`config.mk`:
```
export PLATFORM = sky130hd
export DESIGN_NAME = conv1x1_write_ctrl_flat
export DESIGN_NICKNAME = d
export VERILOG_FILES = /design/src/rtl/conv1x1_pkg.sv /design/src/rtl/conv1x1_write_ctrl_if.sv /design/src/rtl/conv1x1_wr_addr_gen.sv /design/src/rtl/conv1x1_write_ctrl.sv /design/src/flat_wrapper.sv
export SDC_FILE = /design/constraint.sdc
export NUM_CORES = 1
export LEC_CHECK = 0
export BUFFER_PORTS_ARGS = -buffer_cell sky130_fd_sc_hd__clkbuf_2
export CAP_MARGIN = 10
export CORE_MARGIN = 4
export CORE_UTILIZATION = 44
export CTS_CLUSTER_DIAMETER = 120
export DETAILED_ROUTE_END_ITERATION = 7
export GPL_ROUTABILITY_DRIVEN = 0
export GPL_TIMING_DRIVEN = 0
export PLACE_DENSITY_LB_ADDON = 0.15
export SYNTH_ARGS = -nofsm -noshare
export SYNTH_HDL_FRONTEND = slang
export SYNTH_SLANG_ARGS = --single-unit
```
`constraint.sdc`:
```
create_clock -name sclk -period 8.9 [get_ports sclk]
set_clock_uncertainty 0.2 [all_clocks]
set_input_delay 1.335 -clock sclk [delete_from_list [all_inputs] [get_ports sclk]]
set_output_delay 1.335 -clock sclk [all_outputs]
set_load 0.02 [all_outputs]
```
`src/rtl/conv1x1_pkg.sv`:
```
// Shared constants, column-select codes and FSM encoding for the conv1x1 write path.
package conv1x1_pkg;

    localparam int unsigned COL_26 = 26;
    localparam int unsigned COL_13 = 13;
    localparam int unsigned COL_W  = 5;
    localparam int unsigned ROW_W  = 7;
    localparam int unsigned SEL_W  = 3;

    // Code 4 selects the wide (26 column) feature map; every other code means 13 columns.
    localparam logic [SEL_W-1:0] SEL_COL_26 = 3'd4;
    localparam logic [SEL_W-1:0] SEL_COL_13 = 3'd0;

    typedef enum logic [1:0] {
        ST_IDLE = 2'd0,
        ST_RUN  = 2'd1,
        ST_DONE = 2'd2
    } state_t;

    // Last column index for a given column-select code.
    function automatic logic [COL_W-1:0] cols_m1(input logic [SEL_W-1:0] sel);
        return (sel == SEL_COL_26) ? COL_W'(COL_26 - 1) : COL_W'(COL_13 - 1);
    endfunction

endpackage

```
`src/rtl/conv1x1_write_ctrl_if.sv`:
```
// Result-beat input and output-buffer write port of the conv1x1 write controller.
interface conv1x1_write_ctrl_if #(
    parameter int unsigned DATA_W = 8,
    parameter int unsigned LANES  = 8,
    parameter int unsigned ADDR_W = 12
);
    logic                    result_vld;
    logic [LANES*DATA_W-1:0] result_data;
    logic                    wr_en;
    logic [ADDR_W-1:0]       wr_addr;
    logic [LANES*DATA_W-1:0] wr_data;

    // Producer side: MAC pipeline drives beats, buffer writes are observed.
    modport master (
        output result_vld, result_data,
        input  wr_en, wr_addr, wr_data
    );

    // Controller side: consumes beats, drives the buffer write port.
    modport slave (
        input  result_vld, result_data,
        output wr_en, wr_addr, wr_data
    );
endinterface

```
`src/rtl/conv1x1_wr_addr_gen.sv`:
```
// Row/column counters and incrementing output-buffer address for one layer.
module conv1x1_wr_addr_gen
    import conv1x1_pkg::*;
#(
    parameter int unsigned ADDR_W = 12
) (
    input  logic              sclk,
    input  logic              s_rst,
    input  logic              clr,
    input  logic              adv,
    input  logic [COL_W-1:0]  cols_m1,
    input  logic [ROW_W-1:0]  last_row,
    output logic [ADDR_W-1:0] addr,
    output logic              last_c
);

    logic [COL_W-1:0]  col_q;
    logic [ROW_W-1:0]  row_q;
    logic [ADDR_W-1:0] addr_q;

    // Raster walk: column wraps and row steps on the same beat; address simply counts beats.
    always_ff @(posedge sclk or posedge s_rst) begin
        if (s_rst) begin
            col_q  <= '0;
            row_q  <= '0;
            addr_q <= '0;
        end else if (clr) begin
            col_q  <= '0;
            row_q  <= '0;
            addr_q <= '0;
        end else if (adv) begin
            if (col_q == cols_m1) begin
                col_q <= '0;
                row_q <= row_q + ROW_W'(1);
            end else begin
                col_q <= col_q + COL_W'(1);
            end
            addr_q <= addr_q + ADDR_W'(1);
        end
    end

    assign addr   = addr_q;
    assign last_c = (row_q == last_row) && (col_q == cols_m1);

endmodule

```
`src/rtl/conv1x1_write_ctrl.sv`:
```
// Writes conv1x1 result beats into the output buffer in raster order, one layer per start pulse.
module conv1x1_write_ctrl
    import conv1x1_pkg::*;
#(
    parameter int unsigned DATA_W = 8,
    parameter int unsigned LANES  = 8,
    parameter int unsigned ADDR_W = 12
) (
    input  logic                    sclk,
    input  logic                    s_rst,
    input  logic                    conv1x1_start,
    input  logic [SEL_W-1:0]        feature_col_select,
    input  logic [ROW_W-1:0]        feature_row,
    conv1x1_write_ctrl_if.slave     bus,
    output logic                    busy,
    output logic                    conv1x1_write_finish,
    output logic                    err_overflow
);

    localparam int unsigned PAY_W = LANES * DATA_W;

    state_t            state_q, state_d;
    logic              accept_c, clr_c, err_set_c;
    logic [COL_W-1:0]  cols_m1_q;
    logic [ROW_W-1:0]  last_row_q;
    logic [ADDR_W-1:0] beat_addr;
    logic              last_c;

    logic              wr_en_q;
    logic [ADDR_W-1:0] wr_addr_q;
    logic [PAY_W-1:0]  wr_data_q;
    logic              busy_q, finish_q, err_q;

    // FSM state register.
    always_ff @(posedge sclk or posedge s_rst) begin
        if (s_rst) state_q <= ST_IDLE;
        else       state_q <= state_d;
    end

    // Next state, beat acceptance and overflow detection.
    always_comb begin
        state_d   = state_q;
        accept_c  = 1'b0;
        clr_c     = 1'b0;
        err_set_c = 1'b0;
        unique case (state_q)
            ST_IDLE: begin
                if (conv1x1_start) begin
                    state_d = ST_RUN;
                    clr_c   = 1'b1;
                end else if (bus.result_vld) begin
                    err_set_c = 1'b1;
                end
            end
            ST_RUN: begin
                if (bus.result_vld) begin
                    accept_c = 1'b1;
                    if (last_c) state_d = ST_DONE;
                end
            end
            ST_DONE: begin
                state_d   = ST_IDLE;
                err_set_c = bus.result_vld;
            end
            default: state_d = ST_IDLE;
        endcase
    end

    // Layer geometry captured at start so mid-layer input changes are ignored.
    always_ff @(posedge sclk or posedge s_rst) begin
        if (s_rst) begin
            cols_m1_q  <= '0;
            last_row_q <= '0;
        end else if (clr_c) begin
            cols_m1_q  <= cols_m1(feature_col_select);
            last_row_q <= feature_row;
        end
    end

    conv1x1_wr_addr_gen #(.ADDR_W(ADDR_W)) u_addr_gen (
        .sclk     (sclk),
        .s_rst    (s_rst),
        .clr      (clr_c),
        .adv      (accept_c),
        .cols_m1  (cols_m1_q),
        .last_row (last_row_q),
        .addr     (beat_addr),
        .last_c   (last_c)
    );

    // Registered write port and status; finish lines up with the final write.
    always_ff @(posedge sclk or posedge s_rst) begin
        if (s_rst) begin
            wr_en_q   <= 1'b0;
            wr_addr_q <= '0;
            wr_data_q <= '0;
            busy_q    <= 1'b0;
            finish_q  <= 1'b0;
            err_q     <= 1'b0;
        end else begin
            wr_en_q  <= accept_c;
            busy_q   <= (state_d != ST_IDLE);
            finish_q <= (state_d == ST_DONE);
            if (accept_c) begin
                wr_addr_q <= beat_addr;
                wr_data_q <= bus.result_data;
            end
            if (clr_c)          err_q <= 1'b0;
            else if (err_set_c) err_q <= 1'b1;
        end
    end

    assign bus.wr_en            = wr_en_q;
    assign bus.wr_addr          = wr_addr_q;
    assign bus.wr_data          = wr_data_q;
    assign busy                 = busy_q;
    assign conv1x1_write_finish = finish_q;
    assign err_overflow         = err_q;

endmodule

```
`src/flat_wrapper.sv`:
```
// flat-port wrapper written by rule: the top's interface ports become plain ports
module conv1x1_write_ctrl_flat import conv1x1_pkg::*;
#(
    parameter int unsigned DATA_W = 8,
    parameter int unsigned LANES  = 8,
    parameter int unsigned ADDR_W = 12
)
  (sclk, s_rst, conv1x1_start, feature_col_select, feature_row, busy, conv1x1_write_finish, err_overflow, bus_result_vld, bus_result_data, bus_wr_en, bus_wr_addr, bus_wr_data);
  conv1x1_write_ctrl_if #(.DATA_W(DATA_W), .LANES(LANES), .ADDR_W(ADDR_W)) bus_i ();
  input  logic sclk;
  input  logic s_rst;
  input  logic conv1x1_start;
  input  logic [SEL_W-1:0] feature_col_select;
  input  logic [ROW_W-1:0] feature_row;
  output logic busy;
  output logic conv1x1_write_finish;
  output logic err_overflow;
  input wire logic [$bits(bus_i.result_vld)-1:0] bus_result_vld;
  input wire logic [$bits(bus_i.result_data)-1:0] bus_result_data;
  output wire logic [$bits(bus_i.wr_en)-1:0] bus_wr_en;
  output wire logic [$bits(bus_i.wr_addr)-1:0] bus_wr_addr;
  output wire logic [$bits(bus_i.wr_data)-1:0] bus_wr_data;
  assign bus_i.result_vld = bus_result_vld;
  assign bus_i.result_data = bus_result_data;
  assign bus_wr_en = bus_i.wr_en;
  assign bus_wr_addr = bus_i.wr_addr;
  assign bus_wr_data = bus_i.wr_data;
  conv1x1_write_ctrl #(.DATA_W(DATA_W), .LANES(LANES), .ADDR_W(ADDR_W)) u_core (.sclk(sclk), .s_rst(s_rst), .conv1x1_start(conv1x1_start), .feature_col_select(feature_col_select), .feature_row(feature_row), .bus(bus_i), .busy(busy), .conv1x1_write_finish(conv1x1_write_finish), .err_overflow(err_overflow));
endmodule
```
; Word-level counts from Yosys, hierarchy flattened
; Index checks and enable logic that the tools add are counted.
; Widths: inputs -> output; s select.
[totals]
input_bits = 78
output_inout_bits = 80
ff_bits = 118
word_cells = 49
[classes]
eq_ne = 6
n_reduce_logical = 7
n_mux = 21
add_sub_neg = 3
[ops]
columns = operator, n
row1 = $mux 12, 2
row2 = $mux 7, 3
row3 = $mux 5, 4
row4 = $add 12x1->12 const B, 1
row5 = $reduce_bool 2->1, 4
row6 = $add 7x1->7 const B, 1
row7 = $eq 7x7->1, 1
row8 = $mux 1, 7
row9 = $mux 2, 3
row10 = $add 5x1->5 const B, 1
row11 = $eq 5x5->1, 1
row12 = $eq 2x2->1 const B, 2
row13 = $pmux 2 s2, 1
row14 = $eq 3x3->1 const B, 1
row15 = $eq 2x1->1 const B, 1
row16 = $logic_not 2->1, 1
row17 = $pmux 1 s2, 1
row18 = $reduce_and 2->1, 1
row19 = $logic_and 1x1->1, 1

; Depth between registers and ports, before layout
; Gate-level depths: netlist (run 1).
[depth]
depth_word = 6
depth_mapped = 6
ltp_nobuf = 5

; By module
; Synthesis (run 1) repeated with hierarchy kept, for this count alone.
[unflattened]
cells_unflattened = 344
hier_area_um2 = 4812.1
[modules_own_cells]
columns = mod, area_each_um2, cells_per_inst, n_inst, seq_area_each_um2
row1 = conv1x1_write_ctrl, 3437.0, 201, 1, 2302.2
row2 = conv1x1_wr_addr_gen, 1375.1, 143, 1, 600.6

; Worst setup path before layout (run 1)
; No wires, ideal clock.
[synth_path]
path_kind = in2reg
startpoint = input port bus_result_vld
endpoint = register u_core.u_addr_gen.row_q[5]
t_required_ns = 8.622
arrival_time_ns = 2.410
stages = 5
path_buffers = 0
setup_time_ns = 0.078
setup_slack_ns = 6.212
cell_sequence = nand3b_1 > clkinv_1 > nand4_1 > or4_1 > a21oi_1
[synth_between]
elab_chain_len = 4
[synth_lines]
columns = item, line
row1 = start: declaration, flat_wrapper.sv:18  ; input wire logic [$bits(bus_i.result_vld)-1:0] bus_result_vld;
row2 = $mux 1, conv1x1_write_ctrl.sv:56  ; if (bus.result_vld) begin
row3 = $mux 1, conv1x1_write_ctrl.sv:46  ; unique case (state_q)
row4 = $reduce_bool 2->1 (no source line), n/a
row5 = $reduce_and 2->1 (no source line), n/a
row6 = end signal: assignment, conv1x1_wr_addr_gen.sv:34  ; row_q <= row_q + ROW_W'(1);
row7 = end: declaration, conv1x1_wr_addr_gen.sv:18  ; logic [ROW_W-1:0] row_q;
; No other way between the ends.
; A chain may end at the register's enable or synchronous reset.

; Worst setup path in the final report (run 1)
[layout_path]
startpoint = input port bus_result_vld
endpoint = register u_core.wr_data_q[3], in the netlist u_core.bus.wr_data[3]
[layout_between]
elab_chain_len = 2
[layout_lines]
columns = item, line
row1 = $mux 1, conv1x1_write_ctrl.sv:56
row2 = $mux 1, conv1x1_write_ctrl.sv:46
row3 = end signal: assignment, conv1x1_write_ctrl.sv:106  ; wr_data_q <= bus.result_data;
row4 = end: declaration, conv1x1_write_ctrl.sv:31  ; logic [PAY_W-1:0] wr_data_q;
; No other way between the ends.

==> results of run 1 <==
path summary, 6_finish.rpt:
path | startpoint | to | depth (start not counted)
setup / recovery | bus_result_vld | u_core.bus.wr_data[3] | 7
hold / removal | u_core.bus.wr_addr[1] | u_core.bus.wr_addr[1] | 2
setup reg to reg | u_core.u_addr_gen.col_q[0] | u_core.state_q[0] | 5
hold reg to reg | u_core.bus.wr_addr[1] | u_core.bus.wr_addr[1] | 2
max in group asynchronous | s_rst | u_core.bus.wr_addr[9] | 3
min in group asynchronous | s_rst | u_core.bus.wr_data[27] | 2
sequential cells by signal, indices dropped and copies added (netlist names):
signal                       count
u_core.bus.wr_data              64
u_core.bus.wr_addr              12
u_core.u_addr_gen.addr          12
u_core.last_row_q                7
u_core.u_addr_gen.row_q          7
u_core.u_addr_gen.col_q          5
u_core.cols_m1_q                 3
u_core.state_q                   2
u_core.bus.wr_en                 1
u_core.busy                      1
u_core.conv1x1_write_finish      1
u_core.err_overflow              1
kinds of logic after synthesis:
family / after synthesis / share of synthesized area
simple gates: 318 / 0.2755
flops: 116 / 0.6164
compound gates: 32 / 0.04171
buf+inv: 31 / 0.02630
xor+xnor: 15 / 0.02789
fa+ha+maj: 3 / 0.007971
mux: 2 / 0.004251
cell usage after synthesis, drive strengths merged:
library cell and instances:
nor3b 1, clkbuf 19, a32o 1, o21ai 8
nor3 3, or2 2, xnor2 10, xor2 5
nand4b 1, o22ai 1, nand4 5, a2111o 1
or3 7, inv 6, o21a 1, mux2i 2
and2 1, buf 5, and4 1, o31ai 4
dfrtp 116, o211ai 2, or4 6, nand2 263
a21oi 11, nor2 15, clkinv 1, a22o 1
nand2b 1, ha 3, nand3b 1, a31oi 2
nand3 11
worst reg2reg max path, cell delays in order (launching register included):
cell and delay [ns]:
sky130_fd_sc_hd__dfrtp_1 0.42, sky130_fd_sc_hd__or3_1 0.39, sky130_fd_sc_hd__a2111o_1 0.43, sky130_fd_sc_hd__buf_6 0.15
sky130_fd_sc_hd__or4_4 0.55, sky130_fd_sc_hd__and2_4 0.17
where the power goes:
part | internal, uW | switching [uW] | leakage, uW
sequential | 625 | 82.5 | 0.00145
combinational | 133 | 210 | 0.00166
clock | 533 | 234 | 0.000322
total | 1290 | 526 | 0.00343
area by class of cell:
cell class,count,area [um^2]
flip-flops and latches,116,2903
clock inverters,9,197.7
repair buffers,158,813.3
clock buffers,23,466.7
inverters,7,31.28
multi-input cells,370,1683
plain buffers,24,97.59
well taps,136,170.2
fillers,932,4008
per-layer routing:
| metal | global-route usage | wire length, um | up-vias |
|---|---|---|---|
| li1 | - | - | 2003 |
| met3 | 0.07772 | 863 | 16 |
| met5 | 0 | 0 | - |
| met1 | 0.2514 | 5220 | 1872 |
| met2 | 0.3104 | 5586 | 116 |
| met4 | 0.06732 | 175 | 0 |
stage by stage:
| stage | cells | power (uW) |
|---|---|---|
| final | 843 | 1817 |
| after global routing | 843 | 1912 |
| after CTS | 843 | 1832 |
| after detailed placement | 811 | 1061 |
| after global placement | 810 | 1047 |
| after floorplan | 517 | 930.2 |
==> flow_summary.yaml, run 1 <==
run_status:
  outcome: "finished clean"
setup_path:
  type_of_the_setup_path_with_the_least_slack: "in -> reg"
  crit_buf_inv: 4
  critical_path_startpoint_category: "primary input"
  arrival_ns: 3.04
  crit_path_cell_trace: "clkbuf_2 -> nand3b_1 -> clkinv_1 -> clkbuf_1 -> buf_1 -> nand2_1 -> nand2_1"
  worst_path_max_delay_cell: "sky130_fd_sc_hd__clkbuf_1"
  cp_slowest_stage_delay_ns: 0.48
  endpoint_kind: "flip-flop"
  critPathMaxFanout: 10
  critical_path.top_delay_family: "buffers and inverters"
  critical-path-top-cell-by-count: "sky130_fd_sc_hd__nand2_1"
  reg2reg_slack_ns: 6.49
  required_ns: 9.14
floorplanning:
  core_um2: 10370
  rows: 37
  die_width_um: 111.5
  design.portCount: 158
  dieHeight_um: 111.5
  die-area_um2: 12420
  initial_core_util: 0.4542
timing:
  worst_hold_slack_ns: 0.2741
  setup-violations-final: 0
  hold_viol_final: 0
  fmaxAchievable_ghz: 0.3562
  setup_slack_ns: 6.093
  layout_worst_path_cycle_share: 0.3154
  layout_min_cycle_time_ns: 2.807
  unrepaired_setup_endpoints_after_global_routing: "false"
  relSlewSlack: 0.5614
  slew_violations: 0
  max_slew.worst_pin.slew_ns: 0.6579
  finalSetupTns_ns: 0
synth:
  syn-num-nets: 598
  post_synth_main_area_contributors: "sky130_fd_sc_hd__dfrtp_1 62%, sky130_fd_sc_hd__nand2_1 21%, sky130_fd_sc_hd__xnor2_1 1.9%"
  syn-cell-area_um2: 4710
  yosysWarnings: 0
  synthesis.instances: 517
  synth-seq-area-share: 0.6164
  ys_ff_latch: 116
  netlist-cell-type-count: 35
  synth_top_area_share: 0.6164
  syn_avg_cell_area_um2: 9.109
  yosysTopAreaCell: "sky130_fd_sc_hd__dfrtp_1"
drt:
  antenna_violating_nets_post_route: 0
  post_drt_via_cell_ratio: 4.753
  route.vias.total: 4007
  drt_iter0_markers: 151
  avgRoutedWirePerCell_um: 14.05
  drt_pass1_iterations: 4
  route.final.wire_length_um: 11850
  remaining_drc_errors: 0
power_and_ir_drop:
  total_leakage_power_uw: 0.003431
  p_per_area_nw_per_um2: 285.6
  ir_drop_mv: 0.1283
clock_tree:
  post_cts_setup_buffer_count: 0
  cts_tree: "built"
  clkTransAtPathRegs_ns: 0.05
  cts_hold_buf: 0
  clock_tree.buffer_depth: 2
  clk_root_buffer_cell: "sky130_fd_sc_hd__clkbuf_8"
  post_cts.resized_instances: 0
  worstSkewPairLatency_ns: 0.50
  clock-sinks: 116
  ctsHtreeMaxLevel: 4
  number_of_buffers_inserted_during_clock_tree_synthesis: 17
grt:
  grt_use_total: 0.1976
  globalRoute.totalOverflow: 0
  grt_max_degree: 73
  grt_pass1_vias: 4169
  grt_pass1_wl_um: 20040
  antenna_found_initial: 0
layout:
  area_growth_pct: 35.10
  share_of_layout_cells_above_drive_strength_1: 0.2730
  most_common_library_cell_in_the_layout_ignoring_fill_and_taps: "sky130_fd_sc_hd__nand2_1"
  final_core_utilization: 0.6135
  final_net_count: 775
  finalInstanceArea_um2: 6362
  antenna_cells_inserted: 0
  mostFrequentLayoutCells: "263 x sky130_fd_sc_hd__nand2_1, 157 x sky130_fd_sc_hd__clkbuf_2, 116 x sky130_fd_sc_hd__dfrtp_1"
run:
  maxCapViolations: 0
place:
  hpwlAfterDp_um: 8306
  dpl_worst_slack_ns: 5.582
  io_buffers: 157
  postPlaceCellArea_um2: 5698
hold_path:
  worstHoldPathType: "reg -> reg"
No activity file was read; power rests on OpenSTA's default activity.
==> run 2, diff against run 1 <==
--- a/config.mk
+++ b/config.mk
@@ -5,6 +5,7 @@
 export SDC_FILE = /design/constraint.sdc
 export NUM_CORES = 1
 export LEC_CHECK = 0
+export ABC_AREA = 1
 export BUFFER_PORTS_ARGS = -buffer_cell sky130_fd_sc_hd__clkbuf_2
 export CAP_MARGIN = 10
 export CORE_MARGIN = 4
==> constraint.sdc (replaced) <==
create_clock -name sclk -period 2.6 [get_ports sclk]
set_clock_uncertainty 0.2 [all_clocks]
set_input_delay 0.39 -clock sclk [delete_from_list [all_inputs] [get_ports sclk]]
set_output_delay 0.39 -clock sclk [all_outputs]
set_load 0.02 [all_outputs]
==> run 2 against run 1 <==
Net effect: first-iteration DRC count grew 25%; sequential share of layout area shrank 5.5 points; count of clock-buffer cells in the layout grew 1; routed wire length grew 11%; via count grew 18%; global-route usage grew 1.4 points; cell area grew 14%; hold slack lost 0.26 ns; critical path depth is the same; combinational power grew to 6.4 times the previous value; cell count grew 19%; power grew to 3.9 times the previous value; critical path type is now reg -> reg; critical endpoint is now u_core.bus.wr_data[63].
==> flow_summary.yaml, run 2 <==
hold_path:
  hold_start: "feature_row[2]"
  holdPathStages: 3
  worstHoldPathType: "in -> reg"
  hold-path-endpoint: "u_core.last_row_q[2]"
clock_tree:
  number_of_buffers_inserted_during_clock_tree_synthesis: 17
  clkTransAtPathRegs_ns: 0.05
  clk_root_buffer_cell: "sky130_fd_sc_hd__clkbuf_16"
  clock_tree.buffer_depth: 2
  clock-sinks: 116
  worstSkewPairLatency_ns: 0.40
  post_cts_setup_buffer_count: 0
  cts_tree: "built"
  ctsHtreeMaxLevel: 4
synth:
  syn_avg_cell_area_um2: 8.210
  ys_ff_latch: 116
  yosysTopAreaCell: "sky130_fd_sc_hd__dfrtp_1"
  synth-compound-area-share: 0.03866
  netlist-cell-type-count: 22
  most_frequent_cell_after_synthesis: "sky130_fd_sc_hd__nand2_1"
  synth.area.mux_share: 0
  yosys-top-cells-count: "299 x sky130_fd_sc_hd__nand2_1, 116 x sky130_fd_sc_hd__dfrtp_1, 36 x sky130_fd_sc_hd__inv_1, 36 x sky130_fd_sc_hd__nor2_1, 24 x sky130_fd_sc_hd__nand3_1"
  synthArstFlopShare: 1.000
  post_synth_and_or_nand_nor_area_fraction: 0.3050
  post_synth_main_area_contributors: "sky130_fd_sc_hd__dfrtp_1 58%, sky130_fd_sc_hd__nand2_1 23%, sky130_fd_sc_hd__inv_1 2.7%"
  synth_fa_ha_area_frac: 0.007532
  yosysWarnings: 0
  synth-seq-area-share: 0.5825
  number_of_synthesized_flops_with_an_enable_pin: 0
  syn-cell-area_um2: 4984
  syn-num-nets: 688
  synth_top_area_share: 0.5825
  synth_top_family_by_area: "simple AND/OR/NAND/NOR gates"
  synthFlopType: "sky130_fd_sc_hd__dfrtp_1"
  synthesis.instances: 607
  synth-xor-area-share: 0.01054
layout:
  largest_reg_flops: 64
  finish.cell_count_without_fillers: 1004
  share_of_layout_cells_above_drive_strength_1: 0.2549
  most_common_library_cell_in_the_layout_ignoring_fill_and_taps: "sky130_fd_sc_hd__nand2_1"
  area_growth_pct: 45.14
  layout.filler_cells: 911
  final_net_count: 934
  mostFrequentLayoutCells: "299 x sky130_fd_sc_hd__nand2_1, 157 x sky130_fd_sc_hd__clkbuf_2, 116 x sky130_fd_sc_hd__dfrtp_1"
floorplanning:
  core_um2: 10980
  die_width_um: 114.4
  initial_core_util: 0.4537
  rows: 38
  die-area_um2: 13090
  design.portCount: 158
  dieHeight_um: 114.4
timing:
  setup_slack_ns: 0.9593
  slew_violations: 0
  max_slew.worst_pin.slew_ns: 0.4848
  fmaxAchievable_ghz: 0.6095
  layout_min_cycle_time_ns: 1.641
  layout_worst_path_cycle_share: 0.6311
  unrepaired_setup_endpoints_after_global_routing: "false"
  hold_viol_final: 0
  setup-violations-final: 0
  relSlewSlack: 0.6768
place:
  hpwlAfterDp_um: 8985
  io_buffers: 157
  post-place-cells: 907
  dpl_worst_slack_ns: 0.9210
setup_path:
  reg2reg_slack_ns: 0.96
  arrival_ns: 1.77
  endpoint_kind: "flip-flop"
  type_of_the_setup_path_with_the_least_slack: "reg -> reg"
  required_ns: 2.73
  critPathMaxFanout: 10
  reg2regPathDepth: 7
  worst_flop_to_flop_path_endpoint: "u_core.bus.wr_data[63]"
  crit-reg2reg-launch: "u_core.state_q[1]"
  critical_path_startpoint_category: "flip-flop"
grt:
  grt_use_total: 0.2112
  grt_pass1_wl_um: 22040
  grt_use_met2: 0.3461
  grt.met1_usage: 0.2646
  globalRoute.totalOverflow: 0
  m3_gr_usage: 0.05814
  antenna_found_initial: 0
  grt_pass1_vias: 4801
  grt_max_degree: 42
  grt.busiest_layer: "met2"
run_status:
  outcome: "finished clean"
power_and_ir_drop:
  p_per_area_nw_per_um2: 990.0
  ir_drop_mv: 0.5190
  total_leakage_power_uw: 0.003975
run:
  maxCapViolations: 0
drt:
  antenna_violating_nets_post_route: 0
  post_drt_via_cell_ratio: 4.719
  route.vias.total: 4738
  avgRoutedWirePerCell_um: 13.07
  drt_pass1_iterations: 5
  drt_iter0_markers: 188
  remaining_drc_errors: 0
  route.final.wire_length_um: 13120
-- run 2: cell types whose count changed after synthesis, moves of 6 or more --
| cell | delta |
|---|---|
| sky130_fd_sc_hd__nand2_1 | +36 |
| sky130_fd_sc_hd__inv_1 | +30 |
| sky130_fd_sc_hd__nor2_1 | +21 |
| sky130_fd_sc_hd__clkbuf_1 | -19 |
| sky130_fd_sc_hd__o21ai_0 | +15 |
| sky130_fd_sc_hd__nand3_1 | +13 |
| sky130_fd_sc_hd__buf_2 | +12 |
| sky130_fd_sc_hd__xnor2_1 | -10 |
| sky130_fd_sc_hd__o21ai_1 | +8 |
| sky130_fd_sc_hd__or3_1 | -7 |
| sky130_fd_sc_hd__buf_4 | +6 |
-- run 2: worst max-delay path by stage --
| stage | from | to | slack, ns | cells after the start |
|---|---|---|---|---|
| global placement | s_rst | u_core.bus.wr_data[49] | -0.14 | 2 |
| floorplan | s_rst | u_core.bus.wr_addr[0] | 0.60 | 1 |
| global route | u_core.state_q[1] | u_core.u_addr_gen.row_q[2] | 0.84 | 7 |
| finish | u_core.state_q[1] | u_core.bus.wr_data[63] | 0.96 | 7 |
| CTS | u_core.state_q[1] | u_core.u_addr_gen.row_q[2] | 0.92 | 7 |
| detailed placement | bus_result_vld | u_core.u_addr_gen.row_q[2] | 0.92 | 7 |
-- run 2: repair_timing --
| item | CTS | global route |
|---|---|---|
| hold buffers | 67 | 0 |
| resized for setup | 0 | 0 |
| hold endpoints to repair | 74 | 0 |
-- run 2: kinds of logic after synthesis --
| family | after synthesis |
|---|---|
| flip-flops | 116 |
| buffers and inverters | 64 |
| adder cells (fa/ha/maj) | 3 |
| XOR/XNOR | 6 |
| AO/OA/AOI/OAI | 38 |
| AND/OR/NAND/NOR | 380 |
-- run 2: layout make-up --
type                    count  area [um^2]  area share
diodes                      1        2.502   0.0003460
plain buffers              22        120.1     0.01661
clock buffers              24        501.7     0.06937
clock inverters             5        50.05    0.006919
inverters                  42        161.4     0.02231
multi-input cells         427         1803      0.2493
flip-flops and latches    116         2903      0.4013
well taps                 140        175.2     0.02422
repair buffers            227         1516      0.2097
-- run 2: layer usage --
| layer | part of all wire | wire length [um] |
|---|---|---|
| met2 | 0.48 | 6340 |
| met5 | 0 | 0 |
| met3 | 0.060 | 789 |
| met4 | 0.020 | 256 |
| met1 | 0.44 | 5734 |
-- run 2: where the power goes --
part	internal [uW]	switching, uW
clock	1420	738
sequential	2400	404
combinational	765	1440
total	4580	2580
-- run 2: per-stage QoR --
stage                 util  cell area, um^2  setup TNS [ns]  power (uW)  hold slack [ns]
finish              0.6586             7233               0        7161          0.01340
global route        0.6584             7231               0        7633          0.01008
CTS                 0.6584             7231               0        7213         0.002132
detailed placement  0.5470             6008               0        4944           0.1434
global placement    0.5416             5948          -15.98        4879           0.2533
floorplan                -             4987               0        4126           0.2427
-- run 2: critical path, cell delays in order, from the launching register on --
cell	delay, ns
sky130_fd_sc_hd__dfrtp_1	0.38
sky130_fd_sc_hd__inv_2	0.05
sky130_fd_sc_hd__nand2_1	0.10
sky130_fd_sc_hd__inv_2	0.05
sky130_fd_sc_hd__nand2_2	0.17
sky130_fd_sc_hd__buf_1	0.39
sky130_fd_sc_hd__nand2_1	0.13
sky130_fd_sc_hd__nand2_1	0.10
==> run 3, diff against run 2 <==
==> constraint.sdc (replaced) <==
create_clock -name sclk -period 1.58 [get_ports sclk]
set_clock_uncertainty 0.2 [all_clocks]
set_input_delay 0.237 -clock sclk [delete_from_list [all_inputs] [get_ports sclk]]
set_output_delay 0.237 -clock sclk [all_outputs]
set_load 0.02 [all_outputs]
==> run 3 against run 2 <==
Net effect: the flow now finishes with violations (hold timing); cell count is 1.3% higher; worst setup slack worse by 0.88 ns; count of clock-buffer cells in the layout stayed put; clock power is 66% higher; sequential cell count stayed put; fmax is 9.0% higher; power is 68% higher; register-to-register slack worse by 0.88 ns; via count is 2.4% higher; sequential power is 65% higher.
==> flow_summary.yaml, run 3 (synthesized netlist as in run 2, its figures left out) <==
place:
  hpwlAfterDp_um: 8985
  io_buffers: 157
  post-place-cells: 907
floorplanning:
  core_um2: 10980
  design.portCount: 158
  dieHeight_um: 114.4
  die-area_um2: 13090
  rows: 38
  initial_core_util: 0.4537
  die_width_um: 114.4
drt:
  route.vias.total: 4854
  drt_iter0_markers: 208
  antenna_violating_nets_post_route: 0
  drt_pass1_iterations: 5
  remaining_drc_errors: 0
  avgRoutedWirePerCell_um: 13.25
  post_drt_via_cell_ratio: 4.773
  route.final.wire_length_um: 13480
clock_tree:
  number_of_buffers_inserted_during_clock_tree_synthesis: 17
  worstSkewPairLatency_ns: 0.41
  cts_tree: "built"
  clock-sinks: 116
  clkTransAtPathRegs_ns: 0.05
  clock_tree.buffer_depth: 2
  ctsHtreeMaxLevel: 4
  clk_root_buffer_cell: "sky130_fd_sc_hd__clkbuf_16"
layout:
  share_of_layout_cells_above_drive_strength_1: 0.2774
  most_common_library_cell_in_the_layout_ignoring_fill_and_taps: "sky130_fd_sc_hd__nand2_1"
  final_net_count: 947
  largest_reg_flops: 64
  layout.filler_cells: 883
  finish.cell_count_without_fillers: 1017
  area_growth_pct: 50.06
  mostFrequentLayoutCells: "297 x sky130_fd_sc_hd__nand2_1, 159 x sky130_fd_sc_hd__clkbuf_2, 114 x sky130_fd_sc_hd__dfrtp_1"
timing:
  relSlewSlack: 0.8174
  worst_hold_slack_ns: -0.06776
  max_slew.worst_pin.slew_ns: 0.2733
  setup-violations-final: 0
  slew_violations: 0
  unrepaired_setup_endpoints_after_global_routing: "true"
  fmaxAchievable_ghz: 0.6645
  layout_worst_path_cycle_share: 0.9524
  layout_min_cycle_time_ns: 1.505
  finalSetupTns_ns: 0
  hold_viol_final: 2
setup_path:
  critPathMaxFanout: 10
  worst_flop_to_flop_path_endpoint: "u_core.u_addr_gen.row_q[2]"
  arrival_ns: 1.65
  type_of_the_setup_path_with_the_least_slack: "reg -> reg"
  critical_path_startpoint_category: "flip-flop"
  endpoint_kind: "flip-flop"
  crit-reg2reg-launch: "u_core.state_q[1]"
  reg2reg_slack_ns: 0.08
  reg2regPathDepth: 7
  required_ns: 1.72
grt:
  antenna_found_initial: 0
  globalRoute.totalOverflow: 0
  grt_pass1_vias: 4862
  grt_use_total: 0.2142
  grt_pass1_wl_um: 22310
  grt_max_degree: 42
run:
  maxCapViolations: 0
hold_path:
  worstHoldPathType: "in -> reg"
  hold-path-endpoint: "u_core.cols_m1_q[2]"
  holdPathStages: 5
  hold_start: "feature_col_select[0]"
power_and_ir_drop:
  p_per_area_nw_per_um2: 1606
  total_leakage_power_uw: 0.004064
  ir_drop_mv: 0.8483
run_status:
  outcome: "finished with violations"
  failed_checks: "hold timing"
==> run 3: cell types whose count changed in the layout (fill, tap and decap cells not counted), moves of 3 or more <==
cell,delta
sky130_fd_sc_hd__buf_4,+7
sky130_fd_sc_hd__clkbuf_4,+3
sky130_fd_sc_hd__nor2_4,+3
sky130_fd_sc_hd__dlygate4sd3_1,+6
sky130_fd_sc_hd__buf_2,-5
sky130_fd_sc_hd__buf_1,-4
sky130_fd_sc_hd__buf_6,+3
sky130_fd_sc_hd__nor2_1,-4
sky130_fd_sc_hd__nand2_4,+3
==> run 3: routing by layer <==
metal | vias up | share of wire | global-route usage
li1 | 2405 | - | -
met1 | 2253 | 0.43 | 0.2637
met2 | 163 | 0.49 | 0.3558
met3 | 33 | 0.060 | 0.05867
met4 | 0 | 0.025 | 0.08789
met5 | - | 0 | 0
==> run 3: final cells by class <==
| cell class | count | area (um^2) | share of cell area |
|---|---|---|---|
| clock inverter | 5 | 50.05 | 0.006692 |
| timing repair buffer | 240 | 1629 | 0.2178 |
| clock buffer | 24 | 501.7 | 0.06709 |
| inverter | 42 | 163.9 | 0.02192 |
| buffer | 22 | 161.4 | 0.02158 |
| tap | 140 | 175.2 | 0.02342 |
| multi-input combinational | 427 | 1889 | 0.2526 |
| sequential | 116 | 2905 | 0.3885 |
| antenna | 1 | 2.502 | 0.0003346 |
==> run 3: report_power, final <==
part           switching, uW  internal (uW)  leakage (uW)
Clock                   1230           2330      0.000278
Sequential               672           3950       0.00144
Combinational           2460           1360       0.00234
==> run 3: worst max-delay path by stage <==
stage / from / end / slack, ns
after floorplan: s_rst / u_core.bus.wr_addr[0] / -0.27
after global routing: u_core.state_q[1] / u_core.u_addr_gen.row_q[2] / -0.03
after CTS: u_core.state_q[1] / u_core.bus.wr_data[6] / -0.01
after global placement: s_rst / u_core.bus.wr_data[49] / -1.01
after detailed placement: u_core.state_q[1] / u_core.u_addr_gen.row_q[2] / -0.08
final: u_core.state_q[1] / u_core.u_addr_gen.row_q[2] / 0.08
==> run 3: repair_timing <==
item	4_1_cts	5_1_grt
endpoints found under the hold margin	157	0
setup buffers	0	7
setup endpoints to repair	80	98
hold buffers	74	0
pin swaps	0	5
resized for setup	11	29
==> run 3: critical path: stages, from the launching register on <==
cell and delay (ns):
sky130_fd_sc_hd__dfrtp_1 0.39, sky130_fd_sc_hd__inv_2 0.11, sky130_fd_sc_hd__nand2_4 0.08, sky130_fd_sc_hd__nor2_4 0.12
sky130_fd_sc_hd__buf_6 0.17, sky130_fd_sc_hd__buf_4 0.19, sky130_fd_sc_hd__nand4_1 0.11, sky130_fd_sc_hd__nand2_1 0.08
==> run 3: metrics by stage <==
| step | cell area [um^2] | power, uW | utilization | setup slack, ns | hold WS [ns] |
|---|---|---|---|---|---|
| floorplan | 4987 | 6790 | - | -0.2704 | 0.1466 |
| global placement | 5948 | 8028 | 0.5416 | -1.011 | 0.2380 |
| detailed placement | 6008 | 8135 | 0.5470 | -0.07802 | -0.009559 |
| CTS | 7336 | 11900 | 0.6679 | -0.01092 | 0.06982 |
| global route | 7476 | 12770 | 0.6807 | -0.03027 | 0.001255 |
| finish | 7478 | 12010 | 0.6809 | 0.07516 | -0.06776 |
